### src/rtl/ad7606_frame_tx.sv
// Drains one CH_NUM-word scan from the AD7606 sample FIFO and sends it to the UART
// as AA 55 + 16-bit words MSB first. Define FRAME_CHECKSUM_EN to append a sum byte.
module ad7606_frame_tx #(
    parameter int         CH_NUM = 8,
    parameter logic [7:0] HDR0   = 8'hAA,
    parameter logic [7:0] HDR1   = 8'h55
) (
    input  logic        clk,
    input  logic        rst_n,
    input  logic [5:0]  rdusedw,
    input  logic [15:0] ad_data,
    output logic        rdreq,
    output logic [7:0]  tx_data,
    output logic        send_en,
    input  logic        tx_done,
    output logic        busy_tx,
    output logic        frame_done
);

    localparam logic [5:0] THRESH    = 6'(CH_NUM);
    localparam logic [4:0] LAST_WORD = 5'(CH_NUM - 1);

`ifdef FRAME_CHECKSUM_EN
    typedef enum logic [2:0] {IDLE, HDR, RD, LATCH, BYTE_HI, BYTE_LO, CSUM, DONE} state_t;
`else
    typedef enum logic [2:0] {IDLE, HDR, RD, LATCH, BYTE_HI, BYTE_LO, DONE} state_t;
`endif

    state_t      state, next;
    logic        waiting;
    logic        byte_cnt;
    logic [4:0]  word_cnt;
    logic [15:0] word_reg;
    logic        advance;

    // waiting is only set after send_en, so tx_done outside a byte wait is ignored
    assign advance = waiting & tx_done;

`ifdef FRAME_CHECKSUM_EN
    logic [7:0] csum;

    always_ff @(posedge clk or negedge rst_n) begin
        if (!rst_n) begin
            csum <= 8'h00;
        end else if (state == IDLE) begin
            csum <= 8'h00;
        end else if (send_en && (state == BYTE_HI || state == BYTE_LO)) begin
            csum <= csum + tx_data;
        end
    end
`endif

    always_ff @(posedge clk or negedge rst_n) begin
        if (!rst_n) begin
            state    <= IDLE;
            waiting  <= 1'b0;
            byte_cnt <= 1'b0;
            word_cnt <= 5'd0;
            word_reg <= 16'h0000;
        end else begin
            state <= next;
            if (send_en)
                waiting <= 1'b1;
            else if (advance)
                waiting <= 1'b0;
            if (state == HDR && advance)
                byte_cnt <= ~byte_cnt;
            if (state == LATCH)
                word_reg <= ad_data;
            if (state == DONE)
                word_cnt <= 5'd0;
            else if (state == BYTE_LO && advance)
                word_cnt <= word_cnt + 5'd1;
        end
    end

    always_comb begin
        next       = state;
        send_en    = 1'b0;
        rdreq      = 1'b0;
        frame_done = 1'b0;
        busy_tx    = 1'b1;
        tx_data    = 8'h00;
        case (state)
            IDLE: begin
                busy_tx = 1'b0;
                if (rdusedw >= THRESH)
                    next = HDR;
            end
            HDR: begin
                tx_data = byte_cnt ? HDR1 : HDR0;
                send_en = !waiting;
                if (advance && byte_cnt)
                    next = RD;
            end
            RD: begin
                rdreq = 1'b1;
                next  = LATCH;
            end
            LATCH: next = BYTE_HI;
            BYTE_HI: begin
                tx_data = word_reg[15:8];
                send_en = !waiting;
                if (advance)
                    next = BYTE_LO;
            end
            BYTE_LO: begin
                tx_data = word_reg[7:0];
                send_en = !waiting;
                if (advance) begin
`ifdef FRAME_CHECKSUM_EN
                    next = (word_cnt == LAST_WORD) ? CSUM : RD;
`else
                    next = (word_cnt == LAST_WORD) ? DONE : RD;
`endif
                end
            end
`ifdef FRAME_CHECKSUM_EN
            CSUM: begin
                tx_data = csum;
                send_en = !waiting;
                if (advance)
                    next = DONE;
            end
`endif
            DONE: begin
                busy_tx    = 1'b0;
                frame_done = 1'b1;
                next       = IDLE;
            end
            default: next = IDLE;
        endcase
    end

endmodule

### config.mk
export PLATFORM = sky130hd
export DESIGN_NAME = ad7606_frame_tx
export DESIGN_NICKNAME = d
export VERILOG_FILES = /design/src/rtl/ad7606_frame_tx.sv
export SDC_FILE = /design/constraint.sdc
export NUM_CORES = 1
export LEC_CHECK = 0
export BUFFER_PORTS_ARGS = -buffer_cell sky130_fd_sc_hd__buf_2
export CORE_MARGIN = 10
export CORE_UTILIZATION = 45
export DETAILED_ROUTE_END_ITERATION = 10
export MAX_ROUTING_LAYER = met4
export PLACE_DENSITY = 0.79
export SYNTH_ARGS = -nofsm -noshare
export SYNTH_HDL_FRONTEND = slang
export SYNTH_SLANG_ARGS = --single-unit
### constraint.sdc
create_clock -name clk -period 1.3 [get_ports clk]
set_input_delay 0.26 -clock clk [delete_from_list [all_inputs] [get_ports clk]]
set_output_delay 0.26 -clock clk [all_outputs]
set_load 0.03 [all_outputs]
==> flow_metrics.tcl <==
set metrics [dict create \
    seq_power_share 0.237 \
    largest_register_ffs 16 \
    violations "setup timing" \
    hp-start "ad_data[7]" \
    ys_seq_area_frac 0.457 \
    num_rows 20 \
    fp.coreArea_um2 3030 \
    fp.dieArea_um2 5810 \
    wirelength_um 4610 \
    final_nets 225 \
    wl_per_cell_um 19.0 \
    rsz0062_at_grt "true" \
    synth_area_leaders "dfrtp_1, mux2_4, mux2_2" \
    worstSetupPathType "register to output pin" \
    setup_slack_ns -0.515 \
    timing.rr.start "state[2]" \
    final_util 0.783 \
    pwr-share-clk 0.087 \
    io_pins 37 \
    fin_crit_sh 1.40 \
    die_x_um 76.2 \
    multiInputGateArea_um2 995 \
    synth_nets 161 \
    fin_worst_skew_ns 0.00421 \
    num_antenna_cells 0 \
    die_h_um 76.2 \
    grt_pass1_wl_um 6960 \
    yosysWarnings 0 \
    first_global_vias 1475 \
    internal_power_mw 3.81 \
    fin_cells 242 \
    combinationalPowerShare 0.676 \
    finalHoldViolCount 0 \
    drc 0 \
    dp_hpwl_um 2860 \
    fmax_ghz 0.551 \
    ys_ff_latch 26 \
    critical_path_required_ns 1.04 \
    switchingPower_mw 2.80 \
    period_minus_slack_ns 1.82 \
    overflow 0 \
    maxCapViolCount 0 \
    worst_pin_slew_ns 0.577 \
    num-fill-cells 185 \
    cts_inserted_buffers 3 \
    numPlacedInstances 230 \
    synth_cell_type_count 36 \
    min_to "word_reg[7]" \
    clk_latency_ns 0.34 \
    dr_total_vias 1312 \
    timing.rr.end "word_cnt[4]" \
    initial_core_util 0.470 \
    cts.path.max_buffers 2 \
    powerDensity_nw_per_um2 2790 \
    clock-sinks 26 \
    regArea_um2 653 \
    synth_area_um2 1420 \
    port_buffers 33 \
    setup_viol 35 \
    vias_per_cell 5.42 \
    p_leak_nw 1.06 \
    drive_above_1_share 0.672 \
    max-vdd-ir-drop_mv 1.66 \
    reg2reg_setup_slack_ns -0.30 \
    ant_nets 0 \
    hold_class "primary input to register" \
    reg2reg_depth 7 \
    drt_iter0_markers 65 \
    area_growth_pct 66.8 \
    cts_tree "done" \
    htreeDepth 1 \
    status "finished with violations" \
    grt_max_degree 27 \
    syn_area_per_cell_um2 10.5 \
    clockRootBuffer "clkbuf_4" \
    maxSlewViolCount 0 \
    synth_largest_area_cell "dfrtp_1" \
    synth_top_cell_area_share 0.457 \
    netlist_instances 135 \
    clk_pin_slew_ns 0.15 \
    min_path_cells 2 \
    drtPass1Iterations 4 \
    crit_path_max_fanout 6 \
    gp_congestion 0.873 \
    endpoint_kind "output pin" \
    slew_headroom 0.615 \
    swShare 0.423 \
    grt_antenna_before_repair 0 \
    arrival_ns 1.56 \
    cp-start-kind "register" \
    track_usage 0.153 \
]
[routing by layer]
metal,global-route usage,vias to the layer above,routed length (um)
li1,-,612,-
met1,0.145,654,1770
met2,0.289,38,2580
met3,0.0425,8,184
met4,0.0502,0,74
met5,-,-,0
[area by class of cell]
type | count | area share
multi-input combinational | 96 | 0.419
sequential | 26 | 0.275
timing repair buffer | 68 | 0.253
tap | 44 | 0.0232
clock inverter | 1 | 0.0127
clock buffer | 3 | 0.00949
inverter | 4 | 0.00738
[how the worst max path moves through the flow]
stage / start / endpoint / slack, ns / cells past startpoint
after global placement: state[2] / tx_data[1] / -0.17 / 6
after global routing: state[2] / tx_data[7] / -0.59 / 6
final: state[2] / tx_data[4] / -0.52 / 6
after detailed placement: state[2] / tx_data[4] / -0.20 / 6
after CTS: state[2] / tx_data[4] / -0.49 / 6
after floorplan: state[2] / tx_data[0] / -0.05 / 5
[critical path, stage by stage (launching register included)]
cell	delay [ns]
dfrtp_1	0.40
buf_6	0.14
nor2b_4	0.17
buf_6	0.15
nand2_2	0.08
a21oi_4	0.13
buf_6	0.14
[cells in the final DEF, fill, tap and decap left out, types with 2 or more instances in the layout]
cell type	synthesis	routed
nor3_4	0	2
nor2_4	0	3
and2_1	10	10
a31oi_4	0	2
mux2_4	9	9
buf_2	2	21
buf_6	2	25
a211o_1	2	2
nor2_1	5	2
dfrtp_2	0	2
nand3b_1	2	2
o21ai_0	12	2
dfrtp_1	26	24
nand2_4	0	4
nand2_2	1	7
o21ai_2	0	4
clkbuf_4	1	3
o21ai_1	0	6
nor2b_4	0	4
nand4b_1	2	2
mux2_2	7	7
inv_1	4	2
a21oi_4	0	8
o211ai_1	3	3
buf_4	1	18
[logic make-up after synthesis]
family                     Yosys count  share of synthesized area
and+or+nand+nor                     45                      0.187
AOI/OAI and AO/OA                   33                      0.138
DFF                                 26                      0.457
muxes                               16                      0.150
buffers and inverters               13                     0.0519
xor gates and xnor gates             1                    0.00616
adders and majority gates            1                    0.00879
[per-stage QoR]
stage          area, um^2  hold WS [ns]  power (mW)  setup TNS [ns]  worst slack (ns)
6_report             2370         0.136        6.61           -8.26            -0.515
5_1_grt              2370         0.122        6.93          -10.25            -0.592
4_1_cts              2260         0.132        6.21           -7.54            -0.488
3_5_place_dp         1930         0.298        4.86           -2.31            -0.197
3_3_place_gp         1930         0.285        4.72           -1.84            -0.168
2_1_floorplan        1570       -0.0356        3.85          -0.594           -0.0543
[synth_stat cells]
cell       n
or3_1      2
nor3_1     3
o31ai_1    1
a31oi_1    2
clkbuf_4   1
buf_2      2
a211o_1    2
nand2_1   10
nor2_1     5
a32oi_1    1
o41ai_1    1
or4_1      2
nand2_2    1
clkbuf_1   2
o211ai_1   3
nor2b_2    1
buf_4      1
o22ai_1    1
and2_1    10
nor2b_1    3
dfrtp_1   26
buf_1      1
nand4_4    1
ha_1       1
nand3_1    2
nor3b_1    1
nand4b_1   2
mux2_2     7
a21oi_1    9
a21o_1     1
o21ai_0   12
mux2_4     9
nand3b_1   2
buf_6      2
xor2_1     1
inv_1      4
[timing repair]
action,in CTS,in global routing
pin swaps,12,12
gates resized for setup,61,24
setup endpoints to repair,34,37
setup buffers,5,5
gates cloned,1,0
hold buffers,1,0
hold endpoints to repair,26,0
[power by group through the flow]
stage	registers (mW)	clock network, mW	logic, mW
floorplan	1.41	0	2.44
global placement	1.48	0	3.24
detailed placement	1.50	0	3.36
CTS	1.52	0.576	4.12
global route	1.61	0.612	4.71
finish	1.57	0.572	4.47
(Power assumes the default switching activity.)
